==> config.mk <==
export PLATFORM = sky130hd
export DESIGN_NAME = vehicle_classifier
export DESIGN_NICKNAME = d
export VERILOG_FILES = /design/src/rtl/vehicle_classifier.sv
export SDC_FILE = /design/constraint.sdc
export NUM_CORES = 1
export LEC_CHECK = 0
export ABC_CLOCK_PERIOD_IN_PS = 1900
export BUFFER_PORTS_ARGS = -buffer_cell sky130_fd_sc_hd__buf_4
export CAP_MARGIN = 20
export CORE_ASPECT_RATIO = 0.7
export CORE_MARGIN = 4
export CORE_UTILIZATION = 55
export DETAILED_ROUTE_END_ITERATION = 8
export PLACE_DENSITY = 0.77
export SYNTH_ARGS = -nofsm -noshare
export SYNTH_HDL_FRONTEND = slang
export SYNTH_SLANG_ARGS = --single-unit
==> constraint.sdc <==
create_clock -name clk -period 1.9 [get_ports clk]
set_input_delay 0.57 -clock clk [delete_from_list [all_inputs] [get_ports clk]]
set_output_delay 0.57 -clock clk [all_outputs]
set_load 0.02 [all_outputs]
==> src/rtl/vehicle_classifier.sv <==
`default_nettype none
// ============================================================================
// Module   : vehicle_classifier
// Brief    : Road-loop front end: synchronises and debounces the raw loop
//            sensor, measures occupancy length and emits one Bike/Car token
//            per vehicle, with a fault strobe for over-long occupancy.
// Revision : 1.0 - initial release
// ============================================================================
module vehicle_classifier #(
    parameter int DEBOUNCE    = 4,
    parameter int CAR_MIN_LEN = 16,
    parameter int MAX_LEN     = 255,
    parameter int CNT_W       = 8
) (
    input  logic        clk,
    input  logic        rst,
    input  logic        sensor_in,
    output logic        d_out,
    output logic        valid_out,
    output logic        fault,
    output logic        busy,
    output logic [15:0] veh_count
);

    // Sized so DEBOUNCE-1 always fits, including DEBOUNCE == 1.
    localparam int DB_W = (DEBOUNCE > 1) ? $clog2(DEBOUNCE + 1) : 1;

    localparam logic [DB_W-1:0]  c_DB_LAST = DB_W'(DEBOUNCE - 1);
    localparam logic [CNT_W-1:0] c_MAX_LEN = CNT_W'(MAX_LEN);
    localparam logic [CNT_W-1:0] c_CAR_MIN = CNT_W'(CAR_MIN_LEN);
    localparam logic [CNT_W-1:0] c_LEN_ONE = CNT_W'(1);

    typedef enum logic [1:0] {
        S_IDLE  = 2'd0,
        S_OCC   = 2'd1,
        S_STUCK = 2'd2
    } state_t;

    logic            r_sync_meta;
    logic            r_sync_q;
    logic            r_filt;
    logic [DB_W-1:0] r_db_cnt;

    state_t          r_state;
    state_t          w_state_nxt;
    logic [CNT_W-1:0] r_len;
    logic [CNT_W-1:0] w_len_nxt;
    logic            r_d_out;
    logic            w_d_out_nxt;
    logic            r_valid;
    logic            w_valid_nxt;
    logic            r_fault;
    logic            w_fault_nxt;
    logic [15:0]     r_veh_count;
    logic [15:0]     w_veh_count_nxt;

    // Two-flop synchroniser for the asynchronous loop sensor.
    always_ff @(posedge clk or posedge rst) begin
        if (rst) begin
            r_sync_meta <= 1'b0;
            r_sync_q    <= 1'b0;
        end else begin
            r_sync_meta <= sensor_in;
            r_sync_q    <= r_sync_meta;
        end
    end

    // Rise and fall are both accepted after DEBOUNCE stable cycles, so the
    // filtered high-run length equals the raw high-run length.
    always_ff @(posedge clk or posedge rst) begin
        if (rst) begin
            r_filt   <= 1'b0;
            r_db_cnt <= '0;
        end else if (r_sync_q == r_filt) begin
            r_db_cnt <= '0;
        end else if (r_db_cnt == c_DB_LAST) begin
            r_filt   <= r_sync_q;
            r_db_cnt <= '0;
        end else begin
            r_db_cnt <= r_db_cnt + 1'b1;
        end
    end

    always_ff @(posedge clk or posedge rst) begin
        if (rst) begin
            r_state     <= S_IDLE;
            r_len       <= '0;
            r_d_out     <= 1'b0;
            r_valid     <= 1'b0;
            r_fault     <= 1'b0;
            r_veh_count <= '0;
        end else begin
            r_state     <= w_state_nxt;
            r_len       <= w_len_nxt;
            r_d_out     <= w_d_out_nxt;
            r_valid     <= w_valid_nxt;
            r_fault     <= w_fault_nxt;
            r_veh_count <= w_veh_count_nxt;
        end
    end

    always_comb begin
        w_state_nxt     = r_state;
        w_len_nxt       = r_len;
        w_d_out_nxt     = r_d_out;
        w_valid_nxt     = 1'b0;
        w_fault_nxt     = 1'b0;
        w_veh_count_nxt = r_veh_count;

        case (r_state)
            S_IDLE: begin
                if (r_filt) begin
                    w_state_nxt = S_OCC;
                    w_len_nxt   = c_LEN_ONE;
                end
            end
            S_OCC: begin
                if (!r_filt) begin
                    w_state_nxt     = S_IDLE;
                    w_valid_nxt     = 1'b1;
                    w_d_out_nxt     = (r_len >= c_CAR_MIN);
                    w_veh_count_nxt = r_veh_count + 16'd1;
                end else if (r_len == c_MAX_LEN) begin
                    w_state_nxt = S_STUCK;
                    w_fault_nxt = 1'b1;
                end else begin
                    w_len_nxt = r_len + 1'b1;
                end
            end
            S_STUCK: begin
                // A stuck occupancy is dropped; only a fresh rise counts again.
                if (!r_filt) begin
                    w_state_nxt = S_IDLE;
                end
            end
            default: begin
                w_state_nxt = S_IDLE;
            end
        endcase
    end

    assign d_out     = r_d_out;
    assign valid_out = r_valid;
    assign fault     = r_fault;
    assign veh_count = r_veh_count;
    assign busy      = (r_state == S_OCC) || (r_state == S_STUCK);

endmodule
`default_nettype wire

Word level (Yosys, flattened, before mapping)
Index checks and enable logic that the tools add are counted.
W data, S select, Z words.

word-level totals
  latch bits = 0
  output and inout bits = 20
  bits of input ports = 3
  register bits after elaboration = 35
  memories = 0
  bits in writable memories = 0
  bits in read-only memories = 0

operators by class
  shifts and indexed selects = 0
  reductions and logical operators = 7
  bitwise operators = 2
  order comparisons = 1
  multiply operators = 0
  muxes and demuxes = 16
  equality and inequality tests = 10
  div/mod/pow operators = 0
  add/subtract/negate cells = 3

operators with widths
  cell                     count
  $mux W8                  3
  $add A16 B1 Y16 const B  1
  $pmux W8 S2              1
  $add A8 B1 Y8 const B    1
  $eq A8 B8 Y1 const B     1
  $ge A8 B5 Y1 const B     1
  $mux W2                  4
  $ne A2 B2 Y1 const B     4
  $mux W3                  2
  $pmux W2 S3              1
  $mux W1                  5
  $reduce_and A2 Y1        2
  $reduce_and A4 Y1        1
  $add A3 B1 Y3 const B    1
  $eq A3 B2 Y1 const B     1
  $ne A3 B3 Y1 const B     1
  $reduce_and A3 Y1        1
  $eq A2 B1 Y1 const B     1
  $eq A2 B2 Y1 const B     1
  $logic_not A2 Y1         1
  $not A1 Y1               2
  $reduce_bool A2 Y1       1
  $eq A1 B1 Y1             1
  $logic_or A1 B1 Y1       1

Logic depth before layout (Yosys ltp)
Gate-level depths: netlist (run 1).

  word-level depth = 4
  depth in mapped cells = 7

Worst setup path after synthesis (run 1)
No wires, ideal clock.

  path kind = reg2reg
  start = reg r_len[0]
  end = reg r_len[5]
  cell stages (with the launch flop) = 6
  required time = 1823 ps
  clock period less this slack = 1643 ps
  arrival time = 1566 ps
  setup slack = 257 ps
  cell sequence = dfrtp_1 -> ha_1 -> and3_1 -> a211o_1 -> or3_1 -> a21oi_1

between the ends
  word-level cells in the longest chain between the ends = 4

RTL lines
  item                    line  source
  from (decl)             46    logic [CNT_W-1:0] r_len;
  from (signal assigned)  94    r_len <= w_len_nxt;
  $add A8 B1 Y8           127   w_len_nxt = r_len + 1'b1;
  $mux W8                 123   end else if (r_len == c_MAX_LEN) begin
  $mux W8                 118   if (!r_filt) begin
  $pmux W8 S2             110   case (r_state)

Several ways; a longest one is shown, not always the timed one. The select of a mux whose other input is x is not followed.
A chain may end at the register's enable or synchronous reset.

Worst setup path in the final report (run 1)
Same ends and word-level chain as after synthesis.

==> impl_metrics.yaml, run 1 <==
outcome:
  status: "completed"
grt:
  grt_pass1_wl_um: 5119
  grt_pass1_vias: 1136
  antenna_found_initial: 0
  overflow: 0
  grt_use_total: 0.1765
  grt_max_degree: 36
setup_path:
  r2r_end: "r_len[5]"
  crit_chain: "ha_1 -> and3_1 -> a211o_1 -> or3_1 -> a21oi_1"
  worst-path-max-fanout: 5
  reg2reg_slack_ps: 130
  worstPathRequired_ps: 2100
  crit_type: "flip-flop to flip-flop"
  critPathLaunchType: "flip-flop"
  crit_start: "r_len[0]"
  r2r-start: "r_len[0]"
  cp.arrival_ps: 1970
  crit_slowest_cell: "dfrtp_1"
  endpoint_kind: "flip-flop"
  crit_end: "r_len[5]"
  cpPeakStageDelay_ps: 430
  reg2reg_depth: 5
placed_design:
  io_buffers: 22
  dpl.hpwl_um: 2301
  place_ws_ps: 150.6
  gp_congestion: 0.7822
timing:
  setup_tns_ps: 0
  hold_viol_final: 0
  whs_ps: 353.7
  setup_viol: 0
  min_period_ps: 1769
  finalWorstSetupSlack_ps: 130.8
  slew_headroom: 0.7116
  rsz0062_at_grt: "false"
  finalMaxSlewViolations: 0
  tightest_slew_ps: 432.6
  clock_skew_ps: 5.309
  fmax_mhz: 565.2
  period_share: 0.9311
synthesis:
  synthMuxAreaShare: 0.02715
  synth_fp_nets: 154
  synth_seq_cells: 35
  ys_seq_area_frac: 0.5431
  syn_inst: 144
  synth_top_family_by_area: "simple AND/OR/NAND/NOR gates"
  synth_compound_area_frac: 0.05896
  synth_simple_gate_area_frac: 0.1916
  synth_xor_area_frac: 0.09232
  async_reset_ff_frac: 1.000
  yosysWarnings: 0
  synth_ff_type: "dfrtp_1"
  synth_area_sq_um: 1613
  yosys.cell_types.count: 36
  synthAdderAreaFrac: 0.05431
  synth_enable_flop_cells: 0
  synth.avg_cell_area_sq_um: 11.20
die:
  initial_utilization: 0.5754
  die_width_um: 72.73
  core_area_sq_um: 2803
  io_pins: 23
  die_area_sq_um: 3877
  die_h_um: 53.31
  num_rows: 16
worst_hold_path:
  hold_class: "flip-flop to flip-flop"
  min-delay-start: "r_sync_meta"
clock_network:
  cts_htree_levels: 2
  clockRootBuffer: "clkbuf_8"
  cts_inserted_buffers: 5
  path_clk_slew_ps: 60
  holdBufCountCts: 0
  insertion_delay_ps: 270
  clock_sinks: 35
  cts_max_path_buffers: 2
  cts_tree: "done"
route:
  vias: 1164
  wl_per_cell_um: 14.62
  finalWirelength_um: 3055
  dr.first_iter.drc_count: 68
  drt-vias-per-instance: 5.569
  drc: 0
  drtAntennaViolNets: 0
  first_pass_iters: 4
final_layout:
  synthToLayoutAreaGrowth_pct: 18.31
  fin_util: 0.6808
  drive_gt1_frac: 0.2139
  nets: 184
  insertedDiodeCount: 0
flow_run:
  cap_viol_max_count: 0
pwr:
  p_leak_nw: 0.9254
  peakVddDrop_v: 0.0007205
  power_mw: 2.328
  p_per_area_nw_per_um2: 1220
## final cells by class
type	instances	area, sq um
fillers	211	894.6
flip-flops and latches	35	875.8
inverters	8	30.03
multi-input cells	98	689.4
clock buffers	6	72.57
repair buffers	26	195.2
well taps	36	45.04
## through the flow
stage                     instance area, sq um  std cells
after floorplan                           1613        144
after global placement                    1831        203
after detailed placement                  1831        203
after CTS                                 1903        209
after global routing                      1908        209
final                                     1908        209
## cells in the final DEF, fill, tap and decap left out, drive strengths merged, types with 2 or more instances in the layout
cell	count
a21oi	5
and4	4
buf	26
clkbuf	6
dfrtp	35
ha	7
inv	8
mux2	3
nand2	10
nand3	10
nand4	4
nor2	7
nor2b	3
nor3	6
nor4	2
o21ai	4
or3	2
xnor2	9
xor2	8
## report_power, final
group          internal (mW)  switching [mW]
clock network          0.244           0.225
registers              0.895           0.180
logic                  0.355           0.429
## synthesized netlist by cell type (2+ instances only)
| library cell | instances | area [sq um] |
|---|---|---|
| xor2_1 | 8 | 70.07 |
| nor2b_1 | 2 | 12.51 |
| o21ai_0 | 4 | 20.02 |
| or3_1 | 2 | 12.51 |
| nand3_1 | 10 | 50.05 |
| nand2_1 | 10 | 37.54 |
| a21oi_1 | 5 | 25.02 |
| xnor2_1 | 9 | 78.83 |
| nand4_1 | 4 | 25.02 |
| mux2_2 | 3 | 33.78 |
| nor2_1 | 7 | 26.28 |
| and4_1 | 3 | 26.28 |
| nor3_1 | 6 | 30.03 |
| dfrtp_1 | 35 | 875.8 |
| ha_1 | 7 | 87.58 |
| nor4_1 | 2 | 12.51 |
| inv_1 | 8 | 30.03 |
## layer usage
| metal | global-route usage | wire length (um) | vias up | share of wire |
|---|---|---|---|---|
| met5 | 0 | 0 | - | 0 |
| met4 | 0.04601 | 14 | 0 | 0.0046 |
| met3 | 0.05313 | 168 | 2 | 0.055 |
| met2 | 0.2799 | 1442 | 22 | 0.47 |
| met1 | 0.2361 | 1430 | 580 | 0.47 |
| li1 | - | - | 560 | - |
## critical path: cells and delay by family (launching register included)
family,cells,cell delay [ps]
adders and majority gates,1,250
DFF,1,430
and+or+nand+nor,2,560
AOI/OAI and AO/OA,2,460
## kinds of logic after synthesis
logic type,Yosys count
xor+xnor,17
buf+inv,11
flops,35
mux,4
simple gates,55
fa+ha+maj,7
compound gates,15
## registers in the layout, summed over array words and instances (netlist names)
signal       count
r_db_cnt         3
r_filt           1
valid_out        1
r_sync_q         1
r_sync_meta      1
r_state          2
veh_count       16
fault            1
r_len            8
d_out            1
## what timing repair did
item                                    4_1_cts  5_1_grt
buffers inserted                              0        0
endpoints found under the setup margin        0        1
gates resized for setup                       0        1
## worst min path at each step
stage,endpoint,cells after the start
4_1_cts,r_sync_q,0
3_3_place_gp,r_sync_q,0
2_1_floorplan,r_sync_q,0
6_report,r_sync_q,0
5_1_grt,r_sync_q,0
3_5_place_dp,r_sync_q,0
Power figures use the tool's default switching activity.
==> run 2, diff against run 1 <==
--- a/config.mk
+++ b/config.mk
@@ -12,7 +12,7 @@
 export CORE_MARGIN = 4
 export CORE_UTILIZATION = 55
 export DETAILED_ROUTE_END_ITERATION = 8
-export PLACE_DENSITY = 0.77
+export PLACE_DENSITY = 0.83
 export SYNTH_ARGS = -nofsm -noshare
 export SYNTH_HDL_FRONTEND = slang
 export SYNTH_SLANG_ARGS = --single-unit
==> run 2 against run 1 <==
Effect of this change:
- register-to-register slack got worse by 30 ps
- highest routed layer unchanged
- largest cell class unchanged
- critical path depth unchanged
- first-iteration DRC count increased by 24%
- critical endpoint is now r_len[7]
- sequential power about the same
- critical path type unchanged
- global-route usage increased by 0.77 points
- worst setup slack got worse by 26 ps
- largest power group unchanged
- flip-flop and latch count unchanged
==> impl_metrics.yaml, run 2 (synthesis gave the netlist of run 1 again) <==
timing:
  whs_ps: 347.2
  setup_tns_ps: 0
  min_period_ps: 1795
  setup_viol: 0
  finalMaxSlewViolations: 0
  slew_headroom: 0.7136
  rsz0062_at_grt: "false"
  period_share: 0.9447
  hold_viol_final: 0
  clock_skew_ps: 5.708
  tightest_slew_ps: 429.7
  fmax_mhz: 557.1
final_layout:
  postLayoutCellArea_sq_um: 1954
  layout_common_cells: "34 x dfrtp_1, 26 x buf_4, 10 x nand2_1, 10 x nand3_1, 9 x xnor2_1"
  layout_commonest_cell: "dfrtp_1"
  synthToLayoutAreaGrowth_pct: 21.18
  drive_gt1_frac: 0.2343
  nets: 184
  largest_reg_flops: 16
  final_cells: 211
  insertedDiodeCount: 0
setup_path:
  r2r-start: "r_len[0]"
  reg2reg_slack_ps: 110
  cp.arrival_ps: 2010
  worstPathRequired_ps: 2110
  reg2reg_depth: 5
  critPathLaunchType: "flip-flop"
  endpoint_kind: "flip-flop"
  r2r_end: "r_len[7]"
  crit_type: "flip-flop to flip-flop"
  worst-path-max-fanout: 5
grt:
  grt.busiest_layer: "met2"
  grtUsageMet3: 0.05503
  antenna_found_initial: 0
  grt_use_total: 0.1842
  grt_pass1_wl_um: 5340
  grt_pass1_vias: 1158
  met2_usage: 0.3069
  grt_max_degree: 36
  met1_usage: 0.2278
  overflow: 0
outcome:
  status: "completed"
die:
  die_width_um: 72.73
  die_h_um: 53.31
  num_rows: 16
  core_area_sq_um: 2803
  io_pins: 23
  initial_utilization: 0.5754
  die_area_sq_um: 3877
worst_hold_path:
  min-delay-start: "r_sync_meta"
  hold_end: "r_sync_q"
  whs_path_depth: 0
  hold_class: "flip-flop to flip-flop"
pwr:
  swShare: 0.3407
  peakVddDrop_v: 0.0009426
  p_leak_nw: 0.9489
  power_mw: 2.541
  pwr-share-seq: 0.425
  internal_power_mw: 1.675
  switching_power_mw: 0.8655
  clkPwrFrac: 0.270
  comb_power_share: 0.305
  p_per_area_nw_per_um2: 1300
route:
  vias: 1201
  finalWirelength_um: 3224
  drtAntennaViolNets: 0
  wl_per_cell_um: 15.28
  drt-vias-per-instance: 5.692
  first_pass_iters: 4
  drc: 0
  dr.first_iter.drc_count: 84
clock_network:
  cts_tree: "done"
  clockRootBuffer: "clkbuf_8"
  cts_max_path_buffers: 2
  cts_htree_levels: 2
  cts_inserted_buffers: 5
  path_clk_slew_ps: 70
  clock_sinks: 35
  insertion_delay_ps: 280
  cts_setup_buffers: 0
placed_design:
  gp_congestion: 0.7600
  dpl.hpwl_um: 2246
  dp.cells: 203
  io_buffers: 22
  dpl_cell_area_sq_um: 1831
flow_run:
  cap_viol_max_count: 0
==> run 2: what timing repair did <==
item                                    4_1_cts  5_1_grt
hold buffers                                  0        0
endpoints found under the setup margin        0        2
gates resized for setup                       0        2
==> run 2: final cells by class <==
| class | count | area [sq um] |
|---|---|---|
| well taps | 36 | 45.04 |
| repair buffers | 26 | 195.2 |
| clock inverters | 2 | 35.03 |
| flip-flops and latches | 35 | 877.1 |
| fillers | 210 | 848.3 |
| inverters | 8 | 30.03 |
| multi-input cells | 98 | 689.4 |
| clock buffers | 6 | 82.58 |
==> run 2: how the worst max path moves through the flow <==
stage	start	end	slack (ps)	cells after the start
5_1_grt	r_state[1]	r_len[7]	4	6
2_1_floorplan	r_len[0]	r_len[5]	260	5
3_5_place_dp	r_state[1]	veh_count[15]	170	6
3_3_place_gp	r_len[0]	r_len[5]	230	5
6_report	r_len[0]	r_len[7]	110	5
4_1_cts	r_len[0]	r_len[7]	110	5
==> run 2: stage by stage <==
step | util | setup WS [ps]
final | 0.6973 | 105.0
after global routing | 0.6973 | 4.341
after CTS | 0.6951 | 109.9
after detailed placement | 0.6531 | 172.6
after global placement | 0.6531 | 227.4
after floorplan | - | 256.8
==> run 2: power by group through the flow <==
stage          clock (mW)  combinational [mW]  sequential, mW
3_5_place_dp            0               0.755            1.08
5_1_grt             0.721               0.853            1.11
6_report            0.685               0.775            1.08
2_1_floorplan           0               0.472            1.11
4_1_cts             0.693               0.774            1.07
3_3_place_gp            0               0.725            1.06
==> run 2: layer usage <==
layer	vias to the layer above	wire length, um
met1	594	1434
met4	0	29
met2	42	1591
li1	560	-
met5	-	0
met3	5	169
==> run 2: critical path, cell delays in order (launching register included) <==
cell,delay (ps)
dfrtp_2,440
ha_1,240
and3_1,210
a211o_1,320
or3_1,370
a21oi_1,150
==> run 3, diff against run 2 <==
--- a/config.mk
+++ b/config.mk
@@ -5,7 +5,7 @@
 export SDC_FILE = /design/constraint.sdc
 export NUM_CORES = 1
 export LEC_CHECK = 0
-export ABC_CLOCK_PERIOD_IN_PS = 1900
+export ABC_CLOCK_PERIOD_IN_PS = 1800
 export BUFFER_PORTS_ARGS = -buffer_cell sky130_fd_sc_hd__buf_4
 export CAP_MARGIN = 20
 export CORE_ASPECT_RATIO = 0.7
==> constraint.sdc (replaced) <==
create_clock -name clk -period 1.8 [get_ports clk]
set_input_delay 0.54 -clock clk [delete_from_list [all_inputs] [get_ports clk]]
set_output_delay 0.54 -clock clk [all_outputs]
set_load 0.02 [all_outputs]
==> run 3 against run 2 <==
Effect of this change:
- register-to-register slack lost 90 ps
- sequential share of layout area decreased by 1.2 points
- non-clock buffer count rose by 3
- core utilization increased by 1.8 points
- clock power rose by 4.8%
- first-iteration DRC count grew 17%
- sequential power up 6%
==> impl_metrics.yaml, run 3 (synthesis gave the netlist of run 1 again) <==
final_layout:
  postLayoutCellArea_sq_um: 2004
  insertedDiodeCount: 0
  synthToLayoutAreaGrowth_pct: 24.28
  drive_gt1_frac: 0.2865
  largest_reg_flops: 16
  layout_common_cells: "35 x dfrtp_1, 29 x buf_4, 10 x nand2_1, 10 x nand3_1, 9 x xnor2_1"
  layout_commonest_cell: "dfrtp_1"
  nets: 187
  fin_util: 0.7152
  final_cells: 214
timing:
  whs_ps: 347.4
  slew_headroom: 0.7156
  tightest_slew_ps: 426.5
  setup_viol: 0
  setup_tns_ps: 0
  hold_viol_final: 0
  finalMaxSlewViolations: 0
  min_period_ps: 1789
  fmax_mhz: 559.0
  clock_skew_ps: 6.397
  period_share: 0.9939
die:
  core_area_sq_um: 2803
  die_area_sq_um: 3877
  io_pins: 23
  die_width_um: 72.73
  initial_utilization: 0.5754
  die_h_um: 53.31
  num_rows: 16
clock_network:
  cts_htree_levels: 2
  cts_tree: "done"
  insertion_delay_ps: 280
  cts_max_path_buffers: 2
  clock_sinks: 35
  path_clk_slew_ps: 70
  holdBufCountCts: 0
  clockRootBuffer: "clkbuf_8"
  cts_inserted_buffers: 5
setup_path:
  worst-path-max-fanout: 5
  critPathLaunchType: "flip-flop"
  crit_type: "flip-flop to flip-flop"
  worstPathRequired_ps: 2010
  cp.arrival_ps: 2000
  endpoint_kind: "flip-flop"
pwr:
  p_leak_nw: 0.9605
  peakVddDrop_v: 0.0009993
  p_per_area_nw_per_um2: 1359
grt:
  overflow: 0
  grt_pass1_wl_um: 5202
  grt_max_degree: 36
  antenna_found_initial: 0
  grt_pass1_vias: 1124
  grt_use_total: 0.1777
route:
  dr_wl_met2_um: 1542
  drc: 0
  drtAntennaViolNets: 0
  dr.first_iter.drc_count: 98
  drt-vias-per-instance: 5.626
  met3_length_um: 169
  wl_per_cell_um: 15.07
  vias: 1204
  finalWirelength_um: 3225
  highest_layer: "met4"
  first_pass_iters: 4
  wl_met1_um: 1483
placed_design:
  dpl_cell_area_sq_um: 1838
  dp.cells: 204
  io_buffers: 22
  gp_congestion: 0.7761
  dpl.hpwl_um: 2215
flow_run:
  cap_viol_max_count: 0
outcome:
  status: "completed"
worst_hold_path:
  hold_class: "input pin to asynchronous set/reset pin"
## run 3: timing repair
item,4_1_cts,5_1_grt
buffers inserted,0,2
setup endpoints to repair,0,13
gates resized for setup,0,9
## run 3: where the power goes
part           total, mW  switching (mW)  internal (mW)
clock network      0.718           0.270          0.448
logic              0.862           0.460          0.403
registers           1.14           0.200          0.944
total               2.72           0.930           1.79
## run 3: final cells by class
class | count | area (sq um)
Sequential cell | 35 | 875.8
Clock inverter | 2 | 35.03
Clock buffer | 6 | 82.58
Inverter | 8 | 30.03
Timing Repair Buffer | 29 | 217.7
Fill cell | 218 | 798.3
Tap cell | 36 | 45.04
Multi-Input combinational cell | 98 | 718.2
## run 3: metrics by stage
step                      power [mW]  setup slack, ps
after global routing           2.875           -63.50
after detailed placement       1.962            54.07
after global placement         1.899            123.5
after CTS                      2.691            38.76
after floorplan                1.672            156.8
final                          2.725            11.04
## run 3: path summary, 6_finish.rpt
path | startpoint | endpoint | slack (ps) | cells past startpoint
setup / recovery | r_len[0] | r_len[7] | 10 | 5
hold / removal | rst | veh_count[10] | 350 | 3
setup reg to reg | r_len[0] | r_len[7] | 10 | 5
hold reg to reg | r_sync_meta | r_sync_q | 350 | 0
max in group asynchronous | rst | r_len[3] | 1140 | 3
min in group clk | r_sync_meta | r_sync_q | 350 | 0
## run 3: worst max-delay path, cell delays in order, from the launching register on
cell and delay, ps:
dfrtp_1 420, ha_2 220, and3_4 180, a211o_1 350, or3_4 390, a21oi_2 150
## run 3: routing by layer
metal / global-route usage / up-vias
li1: - / 572
met1: 0.2404 / 597
met2: 0.2799 / 31
met3: 0.05123 / 4
met4: 0.04601 / 0
met5: 0 / -
